`config.mk`:
```
export PLATFORM = sky130hd
export DESIGN_NAME = serial_add_ctrl_flat
export DESIGN_NICKNAME = d
export VERILOG_FILES = /design/src/rtl/serial_add_pkg.sv /design/src/rtl/serial_add_ctrl_if.sv /design/src/rtl/ha_cell.sv /design/src/rtl/serial_add_ctrl.sv /design/src/flat_wrapper.sv
export SDC_FILE = /design/constraint.sdc
export NUM_CORES = 1
export LEC_CHECK = 0
export CORE_ASPECT_RATIO = 2
export CORE_MARGIN = 2
export CORE_UTILIZATION = 36
export CTS_BUF_LIST = sky130_fd_sc_hd__clkbuf_4 sky130_fd_sc_hd__clkbuf_8
export CTS_CLUSTER_DIAMETER = 150
export DETAILED_ROUTE_END_ITERATION = 6
export PLACE_DENSITY_LB_ADDON = 0.25
export RECOVER_POWER = 25
export SYNTH_ARGS = -nofsm -noshare
export SYNTH_HDL_FRONTEND = slang
export SYNTH_SLANG_ARGS = --single-unit
```
`constraint.sdc`:
```
create_clock -name clk -period 1.5 [get_ports clk]
set_input_delay 0.375 -clock clk [delete_from_list [all_inputs] [get_ports clk]]
set_output_delay 0.375 -clock clk [all_outputs]
set_load 0.1 [all_outputs]
```
`src/rtl/serial_add_pkg.sv`:
```
// Shared types and constants for the bit-serial adder controller.
package serial_add_pkg;

   localparam int unsigned SA_W_DEFAULT = 8;

   typedef enum logic [1:0] {
      IDLE = 2'd0,
      HA1  = 2'd1,
      HA2  = 2'd2,
      DONE = 2'd3
   } state_t;

endpackage

```
`src/rtl/serial_add_ctrl_if.sv`:
```
// Requester-side handshake bundle for serial_add_ctrl.
// Optional carry-in signal present when SERIAL_ADD_CIN_EN is defined.
interface serial_add_ctrl_if
   import serial_add_pkg::*;
#(
   parameter int unsigned W = SA_W_DEFAULT
) ();

   logic         start;
   logic [W-1:0] a;
   logic [W-1:0] b;
`ifdef SERIAL_ADD_CIN_EN
   logic         cin;
`endif
   logic         busy;
   logic         done;
   logic [W-1:0] sum;
   logic         cout;

`ifdef SERIAL_ADD_CIN_EN
   modport master (output start, a, b, cin, input busy, done, sum, cout);
   modport slave  (input start, a, b, cin, output busy, done, sum, cout);
`else
   modport master (output start, a, b, input busy, done, sum, cout);
   modport slave  (input start, a, b, output busy, done, sum, cout);
`endif

endinterface

```
`src/rtl/ha_cell.sv`:
```
// One-bit half adder; the only arithmetic cell of the serial adder.
module ha_cell (
   input  logic x,
   input  logic y,
   output logic s,
   output logic c
);

   assign s = x ^ y;
   assign c = x & y;

endmodule

```
`src/rtl/serial_add_ctrl.sv`:
```
// Bit-serial W-bit adder sequencing a single shared half-adder cell twice per bit.
// Define SERIAL_ADD_CIN_EN to add a carry-in captured with the operands.
module serial_add_ctrl
   import serial_add_pkg::*;
#(
   parameter int unsigned W = SA_W_DEFAULT
) (
   input logic              clk,
   input logic              rst,
   serial_add_ctrl_if.slave bus
);

   localparam int unsigned CNT_W = ($clog2(W) > 0) ? $clog2(W) : 1;
   localparam logic [CNT_W-1:0] IDX_LAST = CNT_W'(W - 1);

   state_t           state, state_n;
   logic [W-1:0]     a_sh, a_sh_n;
   logic [W-1:0]     b_sh, b_sh_n;
   logic [W-1:0]     sum_sh, sum_sh_n;
   logic [CNT_W-1:0] idx, idx_n;
   logic             carry, carry_n;
   logic             p, p_n;
   logic             g1, g1_n;
   logic             busy, busy_n;
   logic             done, done_n;
   logic [W-1:0]     sum, sum_n;
   logic             cout, cout_n;
   logic             carry_init;
   logic             ha_x, ha_y, ha_s, ha_c;

`ifdef SERIAL_ADD_CIN_EN
   assign carry_init = bus.cin;
`else
   assign carry_init = 1'b0;
`endif

   // HA1 adds the operand bits; HA2 folds the running carry into the partial sum.
   assign ha_x = (state == HA2) ? p     : a_sh[0];
   assign ha_y = (state == HA2) ? carry : b_sh[0];

   ha_cell u_ha (
      .x (ha_x),
      .y (ha_y),
      .s (ha_s),
      .c (ha_c)
   );

   always_ff @(posedge clk) begin
      if (rst) begin
         state  <= IDLE;
         a_sh   <= '0;
         b_sh   <= '0;
         sum_sh <= '0;
         idx    <= '0;
         carry  <= 1'b0;
         p      <= 1'b0;
         g1     <= 1'b0;
         busy   <= 1'b0;
         done   <= 1'b0;
         sum    <= '0;
         cout   <= 1'b0;
      end else begin
         state  <= state_n;
         a_sh   <= a_sh_n;
         b_sh   <= b_sh_n;
         sum_sh <= sum_sh_n;
         idx    <= idx_n;
         carry  <= carry_n;
         p      <= p_n;
         g1     <= g1_n;
         busy   <= busy_n;
         done   <= done_n;
         sum    <= sum_n;
         cout   <= cout_n;
      end
   end

   always_comb begin
      state_n  = state;
      a_sh_n   = a_sh;
      b_sh_n   = b_sh;
      sum_sh_n = sum_sh;
      idx_n    = idx;
      carry_n  = carry;
      p_n      = p;
      g1_n     = g1;
      busy_n   = busy;
      done_n   = 1'b0;
      sum_n    = sum;
      cout_n   = cout;

      case (state)
         IDLE: begin
            if (bus.start) begin
               a_sh_n  = bus.a;
               b_sh_n  = bus.b;
               carry_n = carry_init;
               idx_n   = '0;
               busy_n  = 1'b1;
               state_n = HA1;
            end
         end
         HA1: begin
            p_n     = ha_s;
            g1_n    = ha_c;
            state_n = HA2;
         end
         HA2: begin
            // g1 and g2 are mutually exclusive, so OR is the full carry.
            sum_sh_n = W'({ha_s, sum_sh} >> 1);
            carry_n  = g1 | ha_c;
            a_sh_n   = a_sh >> 1;
            b_sh_n   = b_sh >> 1;
            if (idx == IDX_LAST) begin
               busy_n  = 1'b0;
               done_n  = 1'b1;
               sum_n   = sum_sh_n;
               cout_n  = carry_n;
               state_n = DONE;
            end else begin
               idx_n   = CNT_W'(idx + 1'b1);
               state_n = HA1;
            end
         end
         DONE: begin
            state_n = IDLE;
         end
         default: begin
            state_n = IDLE;
         end
      endcase
   end

   assign bus.busy = busy;
   assign bus.done = done;
   assign bus.sum  = sum;
   assign bus.cout = cout;

endmodule

```
`src/flat_wrapper.sv`:
```
// flat-port wrapper written by rule: the top's interface ports become plain ports
module serial_add_ctrl_flat import serial_add_pkg::*;
#(
   parameter int unsigned W = SA_W_DEFAULT
)
  (clk, rst, bus_start, bus_a, bus_b, bus_busy, bus_done, bus_sum, bus_cout);
  serial_add_ctrl_if #(.W(W)) bus_i ();
  input logic clk;
  input logic rst;
  input wire logic [$bits(bus_i.start)-1:0] bus_start;
  input wire logic [$bits(bus_i.a)-1:0] bus_a;
  input wire logic [$bits(bus_i.b)-1:0] bus_b;
  output wire logic [$bits(bus_i.busy)-1:0] bus_busy;
  output wire logic [$bits(bus_i.done)-1:0] bus_done;
  output wire logic [$bits(bus_i.sum)-1:0] bus_sum;
  output wire logic [$bits(bus_i.cout)-1:0] bus_cout;
  assign bus_i.start = bus_start;
  assign bus_i.a = bus_a;
  assign bus_i.b = bus_b;
  assign bus_busy = bus_i.busy;
  assign bus_done = bus_i.done;
  assign bus_sum = bus_i.sum;
  assign bus_cout = bus_i.cout;
  serial_add_ctrl #(.W(W)) u_core (.clk(clk), .rst(rst), .bus(bus_i));
endmodule
```
# Word level (Yosys, flattened, before mapping)
# Cells that the tools add are included.
# totals
wordCells	49
romBits	0
regBits	43
in_bits	19
out_inout_bits	11
mem_count	0
latch_bits	0
ram_bits	0
# op_classes
add_sub_neg	1
div_mod_pow	0
reduce_logical	7
mul	0
magnitude_cmp	0
eq_ne	7
bitwise	4
muxes	18
shift	0
# ops
cell	count
case mux 8 bit (2 select lines)	2
two-way mux 8 bit	2
case mux 2 bit (4 select lines)	1
two-way mux 1 bit	6
two-way mux 3 bit	2
inequality test 2 bit, second input constant	3
case mux 3 bit (2 select lines)	1
AND reduction 3 bit	2
equality test 2 bit, second input constant	2
two-way mux 2 bit	2
case mux 1 bit (2 select lines)	2
AND reduction 2 bit	2
adder 3 x 1 -> 3 bit, second input constant	1
equality test 3 bit, second input constant	1
equality test 2 x 1 -> 1 bit, second input constant	1
logical NOT 2 bit	1
nonzero test 2 bit	1
OR reduction 2 bit	1
bitwise AND 1 bit	1
inverter 1 bit	1
bitwise OR 1 bit	1
XOR 1 bit	1

# Depth between registers and ports, before layout
# Gate-level depths: netlist of run 1.
# logic_depth
word_depth	5
depth_mapped	8
depth_no_buf	6

# By module
# A second synthesis of run 1 with hierarchy kept.
# unflattened
hier_cells	209
hier_area_um2	1771.7
# by_module_without_submodules
module	cells_each	instances	area_per_inst_um2
serial_add_ctrl	208	1	1759.2
ha_cell	1	1	12.5

# Worst setup path before layout of run 1
# Ideal clock, no wire load.
# synth_path
path_kind	reg-to-reg
from	register u_core.state[0]
to	register u_core.p
path_stages_with_launch	9
setup_time_ps	128
path_buffers	2
setup_slack_ps	28
period_less_slack_ps	1472
arrival_ps	1344
required_time_ps	1372
path_cell_list	dfxtp_1 and2b_1 buf_4 buf_4 nand2_1 nand2_1 ha_1 mux2i_1 nor2_1
# synth_via
elab_chain_cells	3
# synth_rtl
element	line	text
start, declared	serial_add_ctrl.sv:16	state_t state, state_n;
start signal, assigned	serial_add_ctrl.sv:63	state <= state_n;
equality test 2 bit (*)	serial_add_ctrl.sv:38, serial_add_ctrl.sv:39	
two-way mux 1 bit, on equally long branches	serial_add_ctrl.sv:38, serial_add_ctrl.sv:39	
XOR 1 bit (*)	ha_cell.sv:9	assign s = x ^ y;
net u_core.ha_s	serial_add_ctrl.sv:29	logic ha_x, ha_y, ha_s, ha_c;
end signal, assigned	serial_add_ctrl.sv:69	p <= p_n;
end, declared	serial_add_ctrl.sv:22	logic p, p_n;
# The timed path passes the listed nets; every way through them passes the cells marked *.
# A chain may end at the register's enable or synchronous reset.

# Worst setup path after layout of run 1
# layout_path
from	register u_core.state[1]
to	register u_core.a_sh[3]
# layout_via
elab_chain_cells	3
# layout_rtl
element	line	text
equality test 2 bit or logical NOT 2 bit (tied branches)	serial_add_ctrl.sv:92	case (state)
nonzero test 2 bit (no source line) or inequality test 2 bit (tied branches)	--	
AND reduction 2 bit (no source line)	--	
end signal, assigned	serial_add_ctrl.sv:64	a_sh <= a_sh_n;
end, declared	serial_add_ctrl.sv:17	logic [W-1:0] a_sh, a_sh_n;
# Several ways; a longest one is shown, not always the timed one.

==> metrics.md, run 1 <==
| Metric | Value |
|---|---|
| Status | completed |
| Top cells by area, synth | dfxtp_1, a211oi_2, mux2i_1 |
| Async S/R FF share, synth | 0 |
| Htree depth | 2 |
| Final ANT Viol Nets | 0 |
| Critical path's slowest cell | dfxtp_1 |
| Total power | 0.00238 W |
| Worst Path Max Fanout | 28 |
| Startpoint types | register |
| Sequential area share after synthesis | 0.451 |
| Final hold violations | 0 |
| Worst hold path class | register to register |
| Routability Congestion | 0.708 |
| Critical Path RT | 1710 ps |
| Fin Clk Skew | just under 5 ps |
| DRT Pass-1 Iters | 4 |
| Skew-Pair Late Insertion Delay | a little under 300 ps |
| Io pins | 30 |
| Share of post-route cells with drive strength above 1 | 0.209 |
| Top cell type's share of synthesized area | 0.451 |
| Die H | about 110 um |
| Final Core Density | 0.473 |
| PD cells | about 1000 nW/um2 |
| Top cells by count, synth | dfxtp_1, nand2_1, a21oi_1 |
| Hold_buf cts | 0 |
| Hold_ws | 460 ps |
| Max-Cap Viols | 0 |
| Die X | 54.9 um |
| CP Capture Type | register |
| Final WL | around 3.5 mm |
| Warnings, synthesis | 0 |
| Min Tclk post-route | 1370 ps |
| Tcrit/Tclk final | 0.911 |
| CTS tree | built |
| EDFF count, synth | 0 |
| Clock Root Buffer | clkbuf_8 |
| Slew Limit Fails | 0 |
| Initial DRC count | 16 |
| Vias | 1,456 |
| Yosys cell types | 29 |
| CP top delay family | buffers and inverters |
| Core area | 5050 um2 |
| Post-synth top area cell | dfxtp_1 |
| Total grt overflow | 0 |
| Synth Flop Type | dfxtp_1 |
| Yosys reg bits | 42 |
| Critical Path AT | around 1600 ps |
| Average cell area after synthesis | approximately 9.4 um2 |
| Initial antenna violation count | 0 |
| Largest net degree at the start of global routing | 43 |
| Syn_nets | approximately 220 |
| Via/cell ratio | 5.06 |
| DRC errors left | 0 |
| Crit Path Class | register to register |
| Clock Pin Slew Worst Setup and Hold Paths | roughly 70 ps |
| Most common cell in the netlist | dfxtp_1 |
| Fmax | 732 MHz |
| CTS buffer count | 5 |
| Clk buf depth | 2 |
| Diodes inserted | 0 |
| Number of global-route vias before repair | 1,341 |
| CP max stage delay | around 380 ps |
| Initial Util | 0.369 |
| Synth Instances | 199 |
| Slew HR | 0.790 |
| Synth Cell Area | between 1500 and 2000 um2 |
| Static Leak | 0.868 nW |
| Die area | roughly 5800 um2 |
| GR Util All Layers | 0.136 |
| Peak VDD IR | slightly below 0.8 mV |
| Fill cells | approximately 480 |
| Number of port buffers | 29 |
| Worst-margin pin slew | 315 ps |
| Row count | 37 |
| RSZ-0062 raised after global routing | false |
| Crit path buffers/inverters | 2 |
| Area Growth Syn to Fin | 28.0% |
| Routed len/inst | 12.0 um |
| Global-route wire length before repair | between 5 and 6 mm |
| Crit-path cells | buf_4 > o21ba_1 > buf_12 > nor2_1 > a211oi_2 |
| Nets | 252 |
| Clock Sinks | between 40 and 50 |
| Final setup fails | 0 |
| Dpl hpwl | 2.39 mm |
==> sequential cells by signal (all words and copies together) (netlist names) <==
register / count
u_core.bus.busy: 1
u_core.bus.cout: 1
u_core.state: 2
u_core.bus.done: 1
u_core.g1: 1
u_core.carry: 1
u_core.b_sh: 8
u_core.idx: 3
u_core.bus.sum: 8
u_core.a_sh: 8
u_core.p: 1
u_core.sum_sh: 7
==> per-stage QoR <==
stage,std cells,worst slack [ps],area (um2),TNS [ps]
floorplan,199,28.1,1860,0
global placement,280,-53.4,2310,-504
detailed placement,280,-86.0,2310,-894
CTS,288,103,2420,0
global route,288,6.36,2380,0
finish,288,133,2380,0
==> metal layers <==
| layer | wire [um] | global-route usage | share of wire | vias up |
|---|---|---|---|---|
| li1 | - | - | - | 750 |
| met1 | 1600 | 0.183 | 0.46 | 671 |
| met2 | 1640 | 0.201 | 0.47 | 28 |
| met3 | 152 | 0.0297 | 0.044 | 7 |
| met4 | 65 | 0.0643 | 0.019 | 0 |
| met5 | 0 | 0 | 0 | - |
==> cells in the final DEF (no fill, tap or decap), types with 3 or more instances in the layout <==
cell / instances
dfxtp_1: 42
nand2_1: 32
a21oi_1: 22
clkdlybuf4s50_1: 18
mux2i_1: 16
nor2_1: 14
a211oi_2: 13
nand3_1: 12
buf_12: 10
nor2_2: 5
clkbuf_8: 5
buf_4: 5
o21ai_0: 4
ha_1: 4
clkbuf_4: 4
a31oi_1: 3
==> path summary, 6_finish.rpt <==
path / start / to / slack, ps / cells after the start
worst min-delay path: u_core.sum_sh[1] / u_core.sum_sh[1] / 460 / 2
worst max-delay path: u_core.state[1] / u_core.a_sh[3] / 130 / 5
worst min register to register: u_core.sum_sh[1] / u_core.sum_sh[1] / 460 / 2
worst max register to register: u_core.state[1] / u_core.a_sh[3] / 130 / 5
==> where the power goes <==
group          switching (W)  internal (W)  leakage (nW)  total (W)
combinational       0.000166      0.000157         0.467   0.000323
clock               0.000371      0.000490        0.0579   0.000861
sequential         0.0000313       0.00116         0.343    0.00120
==> worst reg2reg max path: stages, from the launching register on <==
cell,delay (ps)
dfxtp_1,380
buf_4,240
o21ba_1,210
buf_12,200
nor2_1,70
a211oi_2,180
==> area by class of cell <==
| type | instances | area (um2) | area share |
|---|---|---|---|
| clock inverter | 3 | 40.0 | 0.0168 |
| multi-input combinational | 140 | 902 | 0.378 |
| sequential | 42 | 841 | 0.353 |
| tap | 58 | 72.6 | 0.0304 |
| timing repair buffer | 39 | 457 | 0.192 |
| clock buffer | 5 | 68.8 | 0.0289 |
| inverter | 1 | 3.75 | 0.00157 |
==> kinds of logic after synthesis <==
logic type                 after synthesis  share of synthesized area
and+or+nand+nor                         74                      0.184
adders and majority gates                4                     0.0269
AOI/OAI and AO/OA                       46                      0.185
buffers and inverters                   17                     0.0672
DFF                                     42                      0.451
muxes                                   16                     0.0860
==> timing repair <==
item / CTS / global route
resized for setup: 0 / 1
buffers inserted: 0 / 0
endpoints found under the setup margin: 0 / 1
(Power assumes the default switching activity.)
==> run 2: changes to the inputs <==
--- a/config.mk
+++ b/config.mk
@@ -5,6 +5,7 @@
 export SDC_FILE = /design/constraint.sdc
 export NUM_CORES = 1
 export LEC_CHECK = 0
+export ABC_CLOCK_PERIOD_IN_PS = 1500
 export CORE_ASPECT_RATIO = 2
 export CORE_MARGIN = 2
 export CORE_UTILIZATION = 36
==> results of run 2 <==
Final layout, timing and power as in run 1 (identical DEF).
